<file path="config.mk">
export PLATFORM = sky130hd
export DESIGN_NAME = note_tone_gen
export DESIGN_NICKNAME = d
export VERILOG_FILES = /design/src/rtl/note_tone_gen.sv
export SDC_FILE = /design/constraint.sdc
export NUM_CORES = 1
export LEC_CHECK = 0
export ABC_AREA = 1
export CAP_MARGIN = 20
export CORE_MARGIN = 1
export CORE_UTILIZATION = 65
export CTS_BUF_LIST = sky130_fd_sc_hd__clkbuf_8
export DETAILED_ROUTE_END_ITERATION = 8
export HOLD_SLACK_MARGIN = 0.06
export PLACE_DENSITY = 0.84
export REMOVE_ABC_BUFFERS = 1
export SLEW_MARGIN = 20
export SYNTH_ARGS = -nofsm -noshare
export SYNTH_HDL_FRONTEND = slang
export SYNTH_SLANG_ARGS = --single-unit
</file>
<file path="constraint.sdc">
create_clock -name clk -period 6.7 [get_ports clk]
set_input_delay 1.34 -clock clk [delete_from_list [all_inputs] [get_ports clk]]
set_output_delay 1.34 -clock clk [all_outputs]
set_load 0.05 [all_outputs]
</file>
<file path="src/rtl/note_tone_gen.sv">
// note_tone_gen: chromatic square-wave tone generator, A3..A5 in 25 semitones.
// Optional articulation gap between consecutive tones: define NOTE_GAP_EN.
module note_tone_gen #(
   parameter int unsigned GAP_CYCLES = 500000
) (
   input  logic       clk,
   input  logic       rst_n,
   input  logic [4:0] note,
   output logic       speaker,
   output logic       tone_on
);

   localparam logic [4:0] REST_IDX = 5'd25;

   // The gap counter is 20 bits wide, so the gap length must fit in it.
   if (GAP_CYCLES > 32'd1048575) begin : g_gap_range
      $error("note_tone_gen: GAP_CYCLES exceeds 2^20-1");
   end

`ifdef NOTE_GAP_EN
   localparam logic [19:0] GAP_LAST = 20'(GAP_CYCLES - 1);

   typedef enum logic [1:0] {
      S_REST,
      S_TONE,
      S_GAP
   } state_t;
`else
   typedef enum logic [1:0] {
      S_REST,
      S_TONE
   } state_t;
`endif

   state_t      state_q, state_d;
   logic [4:0]  note_q;
   logic [4:0]  cur_note_q, cur_note_d;
   logic [16:0] cnt_q, cnt_d;
   logic        speaker_q, speaker_d;
   logic        tone_on_q, tone_on_d;
`ifdef NOTE_GAP_EN
   logic [19:0] gap_q, gap_d;
`endif

   logic [16:0] hp_m1;
   logic        note_chg;
   logic        note_rest;
   logic        cnt_wrap;

   // Half period in clk cycles: round(50e6 / (2 * 220 * 2^(n/12))).
   function automatic logic [16:0] hp_rom(input logic [4:0] n);
      logic [16:0] hp;
      case (n)
         5'd0:    hp = 17'd113636;
         5'd1:    hp = 17'd107258;
         5'd2:    hp = 17'd101238;
         5'd3:    hp = 17'd95556;
         5'd4:    hp = 17'd90193;
         5'd5:    hp = 17'd85131;
         5'd6:    hp = 17'd80353;
         5'd7:    hp = 17'd75843;
         5'd8:    hp = 17'd71586;
         5'd9:    hp = 17'd67569;
         5'd10:   hp = 17'd63776;
         5'd11:   hp = 17'd60197;
         5'd12:   hp = 17'd56818;
         5'd13:   hp = 17'd53629;
         5'd14:   hp = 17'd50619;
         5'd15:   hp = 17'd47778;
         5'd16:   hp = 17'd45097;
         5'd17:   hp = 17'd42566;
         5'd18:   hp = 17'd40177;
         5'd19:   hp = 17'd37922;
         5'd20:   hp = 17'd35793;
         5'd21:   hp = 17'd33784;
         5'd22:   hp = 17'd31888;
         5'd23:   hp = 17'd30098;
         5'd24:   hp = 17'd28409;
         default: hp = 17'd113636;
      endcase
      return hp;
   endfunction

   // Decode helpers shared by every state.
   always_comb begin
      hp_m1     = hp_rom(cur_note_q) - 17'd1;
      note_chg  = (note_q != cur_note_q);
      note_rest = (note_q >= REST_IDX);
      cnt_wrap  = (cnt_q >= hp_m1);
   end

   // Next state, phase counter and speaker level.
   always_comb begin
      state_d    = state_q;
      cur_note_d = cur_note_q;
      cnt_d      = cnt_q;
      speaker_d  = speaker_q;
`ifdef NOTE_GAP_EN
      gap_d      = gap_q;
`endif
      unique case (state_q)
         S_REST: begin
            cnt_d     = '0;
            speaker_d = 1'b0;
            if (note_chg) begin
               cur_note_d = note_q;
               if (!note_rest) begin
                  state_d = S_TONE;
               end
            end
         end
         S_TONE: begin
            if (note_chg) begin
               cur_note_d = note_q;
               cnt_d      = '0;
               speaker_d  = 1'b0;
               if (note_rest) begin
                  state_d = S_REST;
               end else begin
`ifdef NOTE_GAP_EN
                  state_d = S_GAP;
                  gap_d   = '0;
`else
                  state_d = S_TONE;
`endif
               end
            end else if (cnt_wrap) begin
               cnt_d     = '0;
               speaker_d = ~speaker_q;
            end else begin
               cnt_d = cnt_q + 17'd1;
            end
         end
`ifdef NOTE_GAP_EN
         S_GAP: begin
            cnt_d     = '0;
            speaker_d = 1'b0;
            if (note_chg) begin
               cur_note_d = note_q;
               gap_d      = '0;
               if (note_rest) begin
                  state_d = S_REST;
               end
            end else if (gap_q >= GAP_LAST) begin
               gap_d   = '0;
               state_d = S_TONE;
            end else begin
               gap_d = gap_q + 20'd1;
            end
         end
`endif
         default: begin
            state_d   = S_REST;
            cnt_d     = '0;
            speaker_d = 1'b0;
         end
      endcase
      tone_on_d = (state_d == S_TONE);
   end

   // Input register: all decisions are taken on the registered note.
   always_ff @(posedge clk or negedge rst_n) begin
      if (!rst_n) begin
         note_q <= REST_IDX;
      end else begin
         note_q <= note;
      end
   end

   // FSM and tone state registers.
   always_ff @(posedge clk or negedge rst_n) begin
      if (!rst_n) begin
         state_q    <= S_REST;
         cur_note_q <= REST_IDX;
         cnt_q      <= '0;
         speaker_q  <= 1'b0;
         tone_on_q  <= 1'b0;
      end else begin
         state_q    <= state_d;
         cur_note_q <= cur_note_d;
         cnt_q      <= cnt_d;
         speaker_q  <= speaker_d;
         tone_on_q  <= tone_on_d;
      end
   end

`ifdef NOTE_GAP_EN
   // Articulation gap counter.
   always_ff @(posedge clk or negedge rst_n) begin
      if (!rst_n) begin
         gap_q <= '0;
      end else begin
         gap_q <= gap_d;
      end
   end
`endif

   assign speaker = speaker_q;
   assign tone_on = tone_on_q;

endmodule

</file>
* Word-level counts from Yosys, hierarchy flattened
Memory sizes are Yosys's and may differ from the RTL's.
Cells that the tools add are included.
** Storage, ports and cells
- Register bits after elaboration :: 31
- ROM bits :: 544
- Output and inout bits :: 2
- Memories :: 1
- Word-level logic and storage cells :: 30
** Memories
- (name not given) :: depth 32, width 17, read ports 1, clocked after Yosys merged registers in 0, wr ports 0, line 53 : case (n)
** Cells by class
- Mux-type cells :: 11
- Add/subtract/negate cells :: 2
- Order comparisons :: 2
- Reduce and logical (&&, ||, !) cells :: 3
- Equality and inequality tests :: 4
- Bitwise gates (word level) :: 1
** Operators with widths (count)
- $mux W17 :: 3
- $add A17 B1 Y17 const B :: 1
- $ge A17 B17 Y1 :: 1
- $sub A17 B1 Y17 const B :: 1
- $mux W2 :: 3
- $ge A5 B5 Y1 const B :: 1
- $ne A5 B5 Y1 :: 1
- $eq A2 B1 Y1 const B :: 2
- $mux W1 :: 4
- $pmux W2 S2 :: 1
- $ne A3 B3 Y1 const B :: 1
- $logic_not A2 Y1 :: 1
- $reduce_and A2 Y1 :: 1
- $reduce_or A2 Y1 :: 1
- $not A1 Y1 :: 1

* Depth between registers and ports, before layout
Gate-level depths: netlist (run 1).
An unclocked memory read counts as a cell.
- Word-level depth :: 6
- Depth in mapped cells :: 28
- Mapped depth without buffers :: 27

* Worst setup path before layout (run 1)
No wires, ideal clock.
- Path type :: register -> register
- From :: register cur_note_q[0]
- To :: register cnt_q[11]
- Arrival time :: 3.318 ns
- Data required time :: 6.581 ns
- Slack :: 3.262 ns
- Cell stages (with the launch flop) :: 26
- Buffers on the path :: 2
- Library setup time :: 0.119 ns
- Cells stage by stage :: dfstp_2 > buf_2 > inv_1 > ha_1 > nand2_1 > o21ai_0 > nand2_1 > o21ai_1 > nor2_1 > ha_1 > inv_1 > nor2_4 > nand3_2 > xor2_1 > ha_1 > nand2_1 > inv_1 > nand2_1 > o21a_1 > nand2_1 > nand2_1 > nand2_1 > nand2_1 > nand2_2 > buf_6 > nor2_1
** On the way
- Cells in the longest elaborated chain, start to end :: 6
- Elaborated cells on any way between the ends :: 7
** Ends and longest elaborated chain
- start: declaration :: line 37 : logic [4:0] cur_note_q, cur_note_d;
- start signal: assignment :: line 180 : cur_note_q <= cur_note_d;
- $mem_v2 Z32 W17
- $sub A17 B1 Y17 :: line 86 : hp_m1 = hp_rom(cur_note_q) - 17'd1;
- $ge A17 B17 Y1 :: line 89 : cnt_wrap = (cnt_q >= hp_m1);
- $mux W17 :: line 127 : end else if (cnt_wrap) begin
- $mux W17 * :: line 113 : if (note_chg) begin
- $mux W17 * :: line 101 : unique case (state_q)
- named net cnt_d[11] :: line 38 : logic [16:0] cnt_q, cnt_d;
- end signal: assignment :: line 181 : cnt_q <= cnt_d;
- end: declaration :: line 38
The timed path passes the listed nets; every way through them passes the cells marked *.
A chain may end at the register's enable or synchronous reset.

* Worst setup path after layout (run 1)
- From :: register cur_note_q[0]
- To :: register cnt_q[6]
Same word-level chain as after synthesis.

==> run_results.csv, run 1 <==
group,metric,value,unit
outcome,status,"complete, no violations",
clocking,cts_tree,"built",
synthesis,avgSynthCellArea,7.25,um2
floorplanning,die_area,4520,um2
floorplanning,io_pins,9,
synthesis,yosys_warnings,0,
power_and_ir_drop,switching_power,229,uW
synthesis,ys.flop_type,"dfrtp_1",
power_and_ir_drop,powerDensity,200,nW/um2
global_routing,grt_pass1_wl,10100,um
sta,period_share,59.3,%
routing,ant_nets,0,
clocking,post_cts_buffers,0,
synthesis,synth_seq_cells,31,
clocking,cts_buffers,5,
clocking,cts.sinks,31,
synthesis,synth_seq_area_share,28.3,%
global_routing,grt_max_degree,32,
routing,drt_first_iter_violations,311,
global_routing,first_global_vias,2233,
sta,drv_slew,0,
critical_path,worstPathMaxFanout,15,
synthesis,synth-edff-count,0,
floorplanning,rows,23,
global_routing,grt-busiest-layer,"met2",
critical_path,crit_path_start_kind,"flip-flop",
floorplanning,coreArea,4060,um2
cells_and_area,drive_above_1_share,11.6,%
critical_path,crit_arrival,4170,ps
hold_path,worstHoldPathType,"reg2reg",
routing,drc_errors,0,
power_and_ir_drop,pwr-share-clk,25.7,%
power_and_ir_drop,ir_drop,208,uV
critical_path,cp-startpoint,"cur_note_q[0]",
clocking,cts_root_buf,"clkbuf_8",
clocking,clk_path_buf_depth,2,
sta,finalSetupViolations,0,
global_routing,grt-ovfl-total,0,
synthesis,yosysMostFrequentCell,"nand2_1",
critical_path,cp-end-kind,"flip-flop",
routing,vias,2543,
sta,tightest_slew,688,ps
placement,place_inst,431,
global_routing,grt.met1_usage,41.8,%
placement,place_congestion,0.986,
synthesis,netlist-cell-type-count,39,
routing,avgRoutedWirePerCell,14.5,um
power_and_ir_drop,p_comb_share,37.3,%
synthesis,synthTopCellsByArea,"dfrtp_1 23%, ha_1 14%, nand2_1 11%",
power_and_ir_drop,p_leak,0.00144,uW
cells_and_area,fin_cells,439,
cells_and_area,syn2layout_area_growth,5.74,%
sta,fin_skew,8.75,ps
placement,hpwl,4810,um
sta,rsz0062_at_grt,"no",
clocking,ctsResizeCount,0,
synthesis,synth_top_cell_by_area,"dfrtp_1",
synthesis,yosysTopAreaCellShare,22.6,%
flow_run,cap_viol_max_count,0,
critical_path,crit_type,"reg2reg",
cells_and_area,regArea,783,um2
floorplanning,die_y,67.3,um
global_routing,grt_use_met3,5.74,%
cells_and_area,multi_input_area,1720,um2
global_routing,grt_use_met2,48.3,%
floorplanning,die_w,67.3,um
routing,drt-vias-per-instance,5.79,
routing,dr.pass1.iters,5,
power_and_ir_drop,p_total,585,uW
critical_path,timing.rr.start,"cur_note_q[0]",
hold_path,hp-start,"state_q[1]",
synthesis,async_flop_share,100,%
synthesis,syn_inst,382,
power_and_ir_drop,swShare,39.1,%
sta,slew_headroom,54.1,%
sta,period_minus_slack,3970,ps
floorplanning,initial_core_util,68.2,%
clocking,clk_pin_slew_worst_paths,70,ps
clocking,insertion_delay,290,ps
sta,fmax,252,MHz
critical_path,required,6900,ps
cells_and_area,nets,425,
synthesis,syn_area,2770,um2
synthesis,synthTopCellsByCount,"83 x nand2_1, 45 x inv_1, 43 x nor2_1",
placement,port_buffers,8,
clocking,ctsHoldBuffers,0,
global_routing,antenna_found_initial,0,
cells_and_area,antenna_cells,0,
global_routing,groute.usage.overall,30.3,%
clocking,htree_levels,2,
cells_and_area,n_fill_cell,319,
power_and_ir_drop,seqPwrFrac,37.0,%
routing,routed_wl,6370,um
power_and_ir_drop,p_int,356,uW
sta,hold_viol,0,
sta,fin_setup_tns,0,ps
## cell usage in the layout (no fill, tap or decap), types with 3 or more instances in the layout
| cell | n |
|---|---|
| nor3_2 | 6 |
| ha_1 | 30 |
| o21ai_0 | 21 |
| dfstp_2 | 6 |
| a31oi_1 | 3 |
| a21oi_1 | 20 |
| o21ai_1 | 5 |
| o21a_1 | 3 |
| clkdlybuf4s50_1 | 8 |
| o22ai_1 | 4 |
| nand4_1 | 8 |
| inv_1 | 46 |
| nor2_1 | 43 |
| clkbuf_8 | 6 |
| nor3_1 | 6 |
| or2_2 | 3 |
| nand3_1 | 18 |
| nand2_2 | 5 |
| nand2_1 | 83 |
| nor2_2 | 3 |
| xor2_1 | 8 |
| dfrtp_1 | 25 |
| inv_2 | 5 |
## cells by family after synthesis
kind of cell,after synthesis,synth area share [%]
fa+ha+maj,30,13.6
other cells,1,0.135
flops,31,28.3
xor+xnor,10,3.16
buf+inv,60,9.76
simple gates,182,30.3
compound gates,68,14.8
## final timing paths
| path | slack [ps] | cells after the start | to |
|---|---|---|---|
| worst max-delay path | 2730 | 23 | cnt_q[6] |
| worst max register to register | 2730 | 23 | cnt_q[6] |
| min in group asynchronous | 1440 | 2 | note_q[2] |
| worst min register to register | 480 | 1 | cur_note_q[4] |
| max in group asynchronous | 4940 | 2 | note_q[4] |
| worst min-delay path | 480 | 1 | cur_note_q[4] |
## critical path: stages, from the launching register on
cell and delay (ps):
dfstp_2 690, inv_1 180, ha_1 410, nand2_1 140, o21ai_0 100, nand2_1 70, o21ai_1 60, nor2_1 160
ha_1 210, inv_1 80, nor2_4 160, nand3_2 100, nor2_1 90, nand2_1 50, nand2_1 60, ha_1 230
nand2_1 60, a21oi_1 50, nor3_1 190, and2_1 160, nand2_1 50, nand2_1 130, nand2_2 220, nor3_1 220
## registers in the layout (all words and copies together), names as in the netlist
register / cells
cnt_q: 17
cur_note_q: 5
note_q: 5
state_q: 2
speaker: 1
tone_on: 1
## power groups by stage
stage / registers (uW) / clock network [uW] / logic [uW]
2_1_floorplan: 217 / 0 / 157
3_3_place_gp: 219 / 0 / 210
3_5_place_dp: 219 / 0 / 212
4_1_cts: 216 / 149 / 215
5_1_grt: 218 / 157 / 242
6_report: 217 / 150 / 218
## layout make-up
| type | count | share of cell area [%] |
|---|---|---|
| clock inverters | 2 | 0.299 |
| inverters | 50 | 6.41 |
| flip-flops and latches | 31 | 26.8 |
| clock buffers | 6 | 2.82 |
| well taps | 50 | 2.14 |
| multi-input cells | 291 | 58.6 |
| repair buffers | 9 | 2.99 |
## per-layer routing
layer  wire length, um  up-vias
met3               459       13
met4                99        0
met2              2940      106
met1              2860     1159
met5                 0        -
li1                  -     1265
## stage by stage
stage	utilization [%]	hold slack [ps]	instance area [um2]	worst slack (ps)
2_1_floorplan	-	424	2690	3270
5_1_grt	72.2	494	2930	2270
6_report	72.2	475	2930	2730
4_1_cts	72.2	478	2930	2710
3_5_place_dp	69.9	468	2840	2720
3_3_place_gp	69.9	449	2840	2810
No activity file was read; power rests on OpenSTA's default activity.
==> run 2, diff against run 1 <==
--- a/config.mk
+++ b/config.mk
@@ -8,11 +8,11 @@
 export ABC_AREA = 1
 export CAP_MARGIN = 20
 export CORE_MARGIN = 1
-export CORE_UTILIZATION = 65
+export CORE_UTILIZATION = 64
 export CTS_BUF_LIST = sky130_fd_sc_hd__clkbuf_8
 export DETAILED_ROUTE_END_ITERATION = 8
 export HOLD_SLACK_MARGIN = 0.06
-export PLACE_DENSITY = 0.84
+export PLACE_DENSITY = 0.83
 export REMOVE_ABC_BUFFERS = 1
 export SLEW_MARGIN = 20
 export SYNTH_ARGS = -nofsm -noshare
==> constraint.sdc (replaced) <==
create_clock -name clk -period 3.7 [get_ports clk]
set_input_delay 0.74 -clock clk [delete_from_list [all_inputs] [get_ports clk]]
set_output_delay 0.74 -clock clk [all_outputs]
set_load 0.05 [all_outputs]
==> run 2 against run 1 <==
Register-to-register slack worse by 2500 ps. Non-clock buffer count up 15. Global-route usage up 1.8 points. Utilization up 4.4 points. Setup slack worse by 2500 ps.
==> run_results.csv, run 2 (synthesized netlist as in run 1, its figures left out) <==
group,metric,value,unit
outcome,status,"complete, no violations",
sta,slew_headroom,66.3,%
clocking,clk_pin_slew_worst_paths,80,ps
critical_path,worstPathMaxFanout,9,
clocking,ctsHoldBuffers,0,
floorplanning,die_w,67.8,um
routing,drt_first_iter_violations,356,
floorplanning,die_y,67.8,um
hold_path,worstHoldPathType,"reg2reg",
cells_and_area,top_regs,"cnt_q: 17 flops, cur_note_q: 5 flops, note_q: 5 flops",
clocking,insertion_delay,290,ps
critical_path,required,3890,ps
cells_and_area,final_common_cell,"nand2_1",
floorplanning,io_pins,9,
routing,vias,2642,
floorplanning,rows,23,
sta,period_share,94.6,%
placement,port_buffers,8,
routing,drc_errors,0,
clocking,clk_path_buf_depth,2,
floorplanning,initial_core_util,67.8,%
flow_run,cap_viol_max_count,0,
sta,fmax,286,MHz
routing,routed_wl,6930,um
routing,drt-vias-per-instance,5.82,
cells_and_area,antenna_cells,0,
clocking,cts_root_buf,"clkbuf_8",
global_routing,grt_pass1_wl,10800,um
cells_and_area,regMostFlops,"cnt_q",
floorplanning,coreArea,4090,um2
routing,dr.pass1.iters,6,
critical_path,crit_path_start_kind,"flip-flop",
global_routing,grt-ovfl-total,0,
clocking,cts.sinks,31,
sta,holdWs,427,ps
sta,tightest_slew,504,ps
global_routing,antenna_found_initial,0,
power_and_ir_drop,powerDensity,377,nW/um2
global_routing,grt_max_degree,32,
global_routing,first_global_vias,2387,
cells_and_area,fin_cells,454,
critical_path,cp-end-kind,"flip-flop",
cells_and_area,layout_common_cells,"81 x nand2_1, 43 x inv_1, 40 x nor2_1",
cells_and_area,largest_reg_flops,17,
critical_path,crit_arrival,3690,ps
cells_and_area,nets,440,
cells_and_area,drive_above_1_share,18.6,%
placement,hpwl,4890,um
power_and_ir_drop,p_leak,0.00152,uW
floorplanning,die_area,4590,um2
sta,drv_slew,0,
placement,place_congestion,1.03,
placement,place_inst,438,
global_routing,groute.usage.overall,32.1,%
cells_and_area,syn2layout_area_growth,13.0,%
routing,avgRoutedWirePerCell,15.3,um
clocking,cts_tree,"built",
sta,hold_viol,0,
clocking,htree_levels,2,
sta,finalSetupViolations,0,
routing,ant_nets,0,
clocking,cts_buffers,5,
sta,period_minus_slack,3500,ps
power_and_ir_drop,ir_drop,329,uV
critical_path,crit_type,"reg2reg",
cells_and_area,utilization,76.5,%
sta,fin_skew,13.6,ps
power_and_ir_drop,p_total,1180,uW
sta,fin_setup_tns,0,ps
cells_and_area,n_fill_cell,294,
[run 2: routing by layer]
layer | up-vias | global-route usage (%) | part of all wire (%)
met2 | 113 | 52.5 | 48
met1 | 1214 | 41.5 | 44
met3 | 19 | 6.76 | 6.9
li1 | 1296 | - | -
met4 | 0 | 11.7 | 1.9
met5 | - | 0 | 0
[run 2: final timing paths]
path | startpoint | slack, ps | to | cells past startpoint
min reg2reg | state_q[1] | 430 | cur_note_q[4] | 1
max reg2reg | cur_note_q[0] | 200 | cnt_q[4] | 24
max in group asynchronous | rst_n | 2520 | note_q[4] | 2
min in group asynchronous | rst_n | 840 | note_q[1] | 2
max | cur_note_q[0] | 200 | cnt_q[4] | 24
min | state_q[1] | 430 | cur_note_q[4] | 1
[run 2: report_power, final]
group,leakage (uW),switching [uW],internal (uW)
combinational,0.00106,285,176
clock,0.0000612,124,218
sequential,0.000397,19.5,356
total,0.00152,429,750
[run 2: layout make-up]
type | instances | area [um2] | share of cell area (%)
clock buffers | 6 | 82.6 | 2.64
inverters | 50 | 191 | 6.12
multi-input cells | 291 | 1770 | 56.6
flip-flops and latches | 31 | 783 | 25.0
well taps | 50 | 62.6 | 2.00
clock inverters | 2 | 35.0 | 1.12
repair buffers | 24 | 204 | 6.52
[run 2: metrics by stage]
step / setup slack [ps] / cell area (um2)
3_5_place_dp: -5.07 / 2890
6_report: 201 / 3130
4_1_cts: 56.6 / 3020
5_1_grt: -27.9 / 3130
2_1_floorplan: 272 / 2690
3_3_place_gp: 213 / 2890
[run 2: worst max-delay path, stage by stage, from the launching register on]
cell and delay [ps]:
dfstp_2 560, clkinvlp_4 140, ha_4 270, nand2_2 100
o21ai_0 100, nand2_1 90, o21ai_1 80, nor2_2 140
ha_2 190, inv_1 60, nor2_4 90, nand3_2 100
nor2_2 90, nand2_1 50, nand2_1 50, ha_1 240
nand2_1 60, a21oi_1 70, nor3_2 190, and2_1 170
nand2_1 70, nand2_2 120, nand2_4 90, buf_6 160
nor3_1 140
[run 2: what timing repair did]
item	CTS	global route
setup buffers	0	8
pin swaps	0	7
endpoints found under the hold margin	0	0
cloned	0	0
resized for setup	1	15
endpoints found under the setup margin	5	18
